## config.mk

```make
export PLATFORM = sky130hd
export DESIGN_NAME = four_phase_handshake_rx
export DESIGN_NICKNAME = d
export VERILOG_FILES = /design/src/rtl/four_phase_handshake_rx_pkg.sv /design/src/rtl/four_phase_handshake_rx.sv
export SDC_FILE = /design/constraint.sdc
export NUM_CORES = 1
export LEC_CHECK = 0
export BUFFER_PORTS_ARGS = -buffer_cell sky130_fd_sc_hd__buf_2
export CORE_MARGIN = 2
export CORE_UTILIZATION = 30
export DETAILED_ROUTE_END_ITERATION = 12
export REMOVE_ABC_BUFFERS = 1
export SYNTH_ARGS = -nofsm -noshare
export SYNTH_HDL_FRONTEND = slang
export SYNTH_SLANG_ARGS = --single-unit
```

## constraint.sdc

```tcl
create_clock -name clk_i -period 1.8 [get_ports clk_i]
set_input_delay 0.18 -clock clk_i [delete_from_list [all_inputs] [get_ports clk_i]]
set_output_delay 0.18 -clock clk_i [all_outputs]
set_load 0.005 [all_outputs]
```

## src/rtl/four_phase_handshake_rx_pkg.sv

```systemverilog
// Shared types and helpers for the four-phase handshake responder.
// Latency: none (package only).
// Backpressure: none (package only).
package four_phase_pkg;

    typedef enum logic {FP_IDLE, FP_ACK} four_phase_state_e;

    // Width of a counter that must hold the values 0..cycles inclusive.
    function automatic int unsigned timeout_cnt_width(input int unsigned cycles);
        return (cycles < 1) ? 1 : $clog2(cycles + 1);
    endfunction

endpackage

```

## src/rtl/four_phase_handshake_rx.sv

```systemverilog
// Four-phase req/ack responder feeding a one-word valid/ready stream register.
// Latency: req_i high at edge n gives ack_o, valid_o and data_o after edge n; 2 clocks per word minimum.
// Backpressure: a full, non-draining buffer holds ack_o low so the initiator stalls.
// Optional request-timeout watchdog: define COMMON_CELLS_4PH_TIMEOUT_EN.
module four_phase_handshake_rx
    import four_phase_pkg::*;
#(
    parameter int unsigned DataWidth     = 32,
    parameter int unsigned TimeoutCycles = 255
) (
    input  logic                 clk_i,
    input  logic                 rst_ni,
    input  logic                 req_i,
    input  logic [DataWidth-1:0] data_i,
    output logic                 ack_o,
    output logic                 valid_o,
    input  logic                 ready_i,
    output logic [DataWidth-1:0] data_o,
    output logic                 error_o
);

    // A zero timeout would fire before the initiator could ever respond.
    if (TimeoutCycles < 1) begin : g_bad_timeout
        $error("TimeoutCycles must be >= 1");
    end

    four_phase_state_e    r_state;
    logic                 r_ack;
    logic                 r_valid;
    logic [DataWidth-1:0] r_data;

    logic w_buf_free;
    logic w_capture;

    // A word leaving this cycle frees the slot, so capture and drain can overlap.
    assign w_buf_free = !r_valid || ready_i;
    assign w_capture  = (r_state == FP_IDLE) && req_i && w_buf_free;

    // Handshake FSM plus the single-word stream buffer; all outputs registered.
    always_ff @(posedge clk_i or negedge rst_ni) begin
        if (!rst_ni) begin
            r_state <= FP_IDLE;
            r_ack   <= 1'b0;
            r_valid <= 1'b0;
            r_data  <= '0;
        end else begin
            case (r_state)
                FP_IDLE: begin
                    if (w_capture) begin
                        r_state <= FP_ACK;
                        r_ack   <= 1'b1;
                    end
                end
                FP_ACK: begin
                    if (!req_i) begin
                        r_state <= FP_IDLE;
                        r_ack   <= 1'b0;
                    end
                end
                default: begin
                    r_state <= FP_IDLE;
                    r_ack   <= 1'b0;
                end
            endcase

            if (w_capture) begin
                r_valid <= 1'b1;
                r_data  <= data_i;
            end else if (r_valid && ready_i) begin
                r_valid <= 1'b0;
            end
        end
    end

    assign ack_o   = r_ack;
    assign valid_o = r_valid;
    assign data_o  = r_data;

`ifdef COMMON_CELLS_4PH_TIMEOUT_EN
    localparam int unsigned TimeoutCntWidth = timeout_cnt_width(TimeoutCycles);

    logic [TimeoutCntWidth-1:0] r_cnt;
    logic                       r_error;

    // Count cycles req_i stays high in ACK; error fires the edge the count reaches the limit.
    always_ff @(posedge clk_i or negedge rst_ni) begin
        if (!rst_ni) begin
            r_cnt   <= '0;
            r_error <= 1'b0;
        end else if (w_capture) begin
            r_cnt <= '0;
        end else if ((r_state == FP_ACK) && req_i) begin
            if (r_cnt != TimeoutCntWidth'(TimeoutCycles)) begin
                r_cnt <= r_cnt + 1'b1;
            end
            if (r_cnt >= TimeoutCntWidth'(TimeoutCycles - 1)) begin
                r_error <= 1'b1;
            end
        end
    end

    assign error_o = r_error;
`else
    assign error_o = 1'b0;
`endif

`ifndef SYNTHESIS
    // A stalled stream word must not change under the consumer.
    a_stall_stable: assert property (@(posedge clk_i) disable iff (!rst_ni)
        (r_valid && !ready_i) |=> (r_valid && $stable(r_data)));
`endif

endmodule

```

==> Word level (Yosys, flattened, before mapping) <==
Cells that the tools add are included.
{ "word_totals": {"reg_bits": 35, "inputBits": 36, "out_inout_bits": 35, "elab_cells": 22} }
{ "classes": {"eq_ne": 2, "n_mux": 8, "bitwise": 1, "reduce_logical": 7} }
{ "op_table": {"columns": ["cell", "n"], "rows": [
  ["$mux W1", 6],
  ["$ne A2 B2 Y1 const B", 2],
  ["$pmux W1 S2", 2],
  ["$logic_and A1 B1 Y1", 3],
  ["$reduce_and A2 Y1", 1],
  ["$reduce_bool A2 Y1", 1],
  ["$logic_not A1 Y1", 1],
  ["$logic_or A1 B1 Y1", 1],
  ["$not A1 Y1", 1]
]} }

==> Longest topological paths before layout <==
{ "depth": {"ltp_word": 5, "depth_mapped": 4, "depth_no_buf": 3} }

==> Worst setup path after synthesis <==
No wires, ideal clock.
{ "synth_path": {"kind": "register -> register", "start": "reg r_valid (netlist: valid_o)", "end": "reg r_data[0] (netlist: data_o[0])", "setup_ns": 0.125, "t_arrival_ns": 1.272, "required_time_ns": 1.675, "path_slack_ns": 0.404, "stages_incl_launch_ff": 5, "path_buffers": 1, "period_less_slack_ns": 1.396, "cell_sequence": "dfrtp_1 > nand2b_2 > nor3b_4 > buf_6 > mux2_2"} }
{ "synth_via": {"elab_chain_len": 3} }
{ "synth_rtl": {"columns": ["item", "line", "rtl"], "rows": [
  ["start, declared", "four_phase_handshake_rx.sv:29", "logic r_valid;"],
  ["start signal, assigned", "four_phase_handshake_rx.sv:44", "r_valid <= 1'b0;"],
  ["start signal, assigned", "four_phase_handshake_rx.sv:67", "r_valid <= 1'b1;"],
  ["start signal, assigned", "four_phase_handshake_rx.sv:70", "r_valid <= 1'b0;"],
  ["$logic_not A1 Y1", "four_phase_handshake_rx.sv:36", "assign w_buf_free = !r_valid || ready_i;"],
  ["$logic_or A1 B1 Y1", "four_phase_handshake_rx.sv:36", null],
  ["$logic_and A1 B1 Y1", "four_phase_handshake_rx.sv:37", "assign w_capture = (r_state == FP_IDLE) && req_i && w_buf_free;"],
  ["end signal, assigned", "four_phase_handshake_rx.sv:68", "r_data <= data_i;"],
  ["end, declared", "four_phase_handshake_rx.sv:30", "logic [DataWidth-1:0] r_data;"]
]} }
No other way between the ends.
A chain may end at the register's enable or synchronous reset.

==> Worst setup path after layout <==
{ "layout_path": {"start": "reg r_valid (netlist: valid_o)", "end": "reg r_data[24] (netlist: data_o[24])"} }
The elaborated chain is that of the path after synthesis.

==> run summary <==
=================================================================================
Total grt overflow                                                              0
Fin nets                                                                      191
Setup Buffers After CTS                                                         0
Pwr/cell area                                                         1087 nW/µm²
Drt wl/cell                                                              13.08 µm
Synthesized-area fraction occupied by and/or/nand/nor cells               0.02897
Post-CTS Resized                                                                0
Class of the most critical hold timing path                                in2reg
Clock skew                                                               7.278 ps
Total wire length                                                        2.708 mm
Die Area                                                                 5013 µm²
TritonCTS clock tree                                                         done
Leak Pwr                                                                0.8891 nW
Sum Neg Setup Slack                                                          0 ps
Synth unique cells                                                             12
Slew margin rel.                                                           0.4911
Via count                                                                     923
Layout overhead on the synthesized area                                    36.36%
Number of warnings issued by yosys                                              0
DRC Markers                                                                     0
Internal Power                                                         0.001502 W
Filler cell count                                                             425
Reported max-cap violation count                                                0
Critical Path Source Type                                                register
Sequential group share of total power                                       0.513
Clk root buf                                                             clkbuf_8
Final cell count without fillers                                              207
Clock period minus worst slack                                            1438 ps
Cell chain of the critical path                                      nand2b_2 > nor3b_4 > buf_12 > mux2_2
Final core utilization                                                     0.4222
Register clock-pin slew on the reported worst setup and hold paths          70 ps
Share of layout cells above drive strength 1                               0.7161
Die Ht                                                                   70.80 µm
Initial DRC count                                                              17
Data arrival, critical path                                               1600 ps
Number of buffers and inverters on the critical path                            1
Remaining antenna violation count                                               0
Highest net fanout along the worst path                                        32
Post-synthesis adder-cell area fraction                                         0
Post-Synthesis Cell Area                                                 1339 µm²
Commonest cells after routing, fill and taps aside                   buf_2 (69), dfrtp_1 (35), mux2_2 (32)
Area of the core                                                         4324 µm²
Starting Density                                                           0.3096
Period utilization                                                         0.7988
Slew @ Worst Pin                                                         763.3 ps
Clock latency on the worst-skew pair                                       280 ps
CTS Sinks                                                                      35
Placed standard-cell area                                                1728 µm²
Number of slew-limit violations in the final report                             0
Startpoint-to-endpoint class of the critical path                         reg2reg
Total of endpoints with negative setup slack in the final report                0
Relative contribution of combinational cells to total power                 0.213
# port buffers                                                                 69
First-pass GRT wire length                                               4.629 mm
GRT Util Overall                                                           0.1206
Gate count after technology mapping                                            81
Antenna violations before repair                                                0
Status                                                               finished, final reports clean
Vias per inst                                                               4.459
Net switching power of the design                                     0.0004829 W
Design Area, Final                                                       1826 µm²
CP Data Required Time                                                     1960 ps
Proportion of synthesized area in mux cells                                0.2692
Max VDD drop                                                          0.0005207 V
H-tree levels                                                                   2
Xor-xnor portion of the synthesized cell area                                   0
Share of the yosys chip area belonging to registers                        0.6542
Final-report hold violation count                                               0
Fmax achieved                                                           695.5 MHz
Antenna diode instance count                                                    0
Average cell area after synthesis                                       16.53 µm²
Final worst hold slack                                                   130.8 ps
Commonest non-fill, non-tap cell in the layout                              buf_2
Net switching fraction of the power                                        0.2432
Clock network fraction of design power                                      0.274
Instance count after placement with tap cells included                        199
Cell class contributing the biggest share of worst-path delay          flip-flops
Critical path endpoint category                                          register
Worst path slowest cell                                                   dfrtp_1
Storage cell area                                                       875.8 µm²
R2r setup slk                                                              360 ps
Delay of the slowest critical-path stage                                   380 ps
Unrepaired setup endpoints after global routing                                no
Die outline width                                                        70.80 µm
Global placement routability congestion                                    0.7238
Initial DRT Pass Iterations                                                     4
Combinational family with the most area after synthesis              multiplexers
Site row count                                                                 24
Via count of the first global-routing pass                                   1054
Multi-input logic area                                                  417.9 µm²
Pin count of the biggest net entering global routing                           36
Maximum number of buffers from clock root to sink                               2
Register bit total from synthesis                                              35
Number of top-level pins                                                       71
Placed wire-length estimate                                              2.073 mm
Compound-cell area share of the yosys netlist                             0.01121
Total clock buffers created by CTS                                              5
=================================================================================
[final timing paths]
path | startpoint | to | cells after the start
hold / removal | data_i[28] | data_o[28] | 2
setup / recovery | valid_o | data_o[24] | 4
hold reg to reg | data_o[28] | data_o[28] | 1
setup reg to reg | valid_o | data_o[24] | 4
max in group asynchronous | rst_ni | data_o[5] | 2
min in group asynchronous | rst_ni | data_o[17] | 2
[cell usage after synthesis]
cell type | count | area share
nor3b_4 | 1 | 0.014
nand2_1 | 1 | 0.0028
mux2_2 | 32 | 0.27
a21oi_1 | 1 | 0.0037
nand2b_2 | 1 | 0.0065
buf_6 | 3 | 0.025
nor2_1 | 2 | 0.0056
o21ai_0 | 2 | 0.0075
conb_1 | 1 | 0.0028
buf_4 | 1 | 0.0056
inv_1 | 1 | 0.0028
dfrtp_1 | 35 | 0.65
[layer usage]
layer	GRT usage	part of all wire
met5	0	0
met4	0.07966	0.016
met3	0.04131	0.084
met2	0.2170	0.54
met1	0.1153	0.36
[logic make-up after synthesis]
family / count (synthesis)
AND/OR/NAND/NOR: 5
multiplexers: 32
AO/OA/AOI/OAI: 3
buffers and inverters: 5
other: 1
flip-flops: 35
[flip-flops by register name, indices dropped and copies added, names as in the netlist]
| signal | count |
|---|---|
| data_o | 32 |
| ack_o | 1 |
| r_state | 1 |
| valid_o | 1 |
[what timing repair did]
item	4_1_cts	5_1_grt
hold buffers	1	0
endpoints found under the hold margin	26	0
endpoints found under the setup margin	0	0
[worst reg2reg max path: stages (launching register included)]
cell,delay (ps)
dfrtp_1,380
nand2b_2,90
nor3b_4,220
buf_12,230
mux2_2,390
[through the flow]
stage	worst slack [ps]	total power, W
2_1_floorplan	-106.6	0.001215
3_3_place_gp	431.9	0.001441
3_5_place_dp	379.5	0.001468
4_1_cts	362.3	0.002031
5_1_grt	303.1	0.002119
6_report	362.1	0.001985
[power groups by stage]
stage / combinational [W] / sequential, W / clock, W
2_1_floorplan: 0.000170 / 0.00105 / 0
3_3_place_gp: 0.000415 / 0.00103 / 0
3_5_place_dp: 0.000432 / 0.00104 / 0
4_1_cts: 0.000434 / 0.00102 / 0.000576
5_1_grt: 0.000464 / 0.00104 / 0.000611
6_report: 0.000423 / 0.00102 / 0.000544
[layout make-up]
| type | instances | area share |
|---|---|---|
| Clock buffer | 6 | 0.04524 |
| Inverter | 1 | 0.002056 |
| Clock inverter | 1 | 0.002742 |
| Timing Repair Buffer | 71 | 0.2056 |
| Tap cell | 52 | 0.03564 |
| Sequential cell | 35 | 0.4798 |
| Multi-Input combinational cell | 41 | 0.2289 |
(Power assumes the default switching activity.)
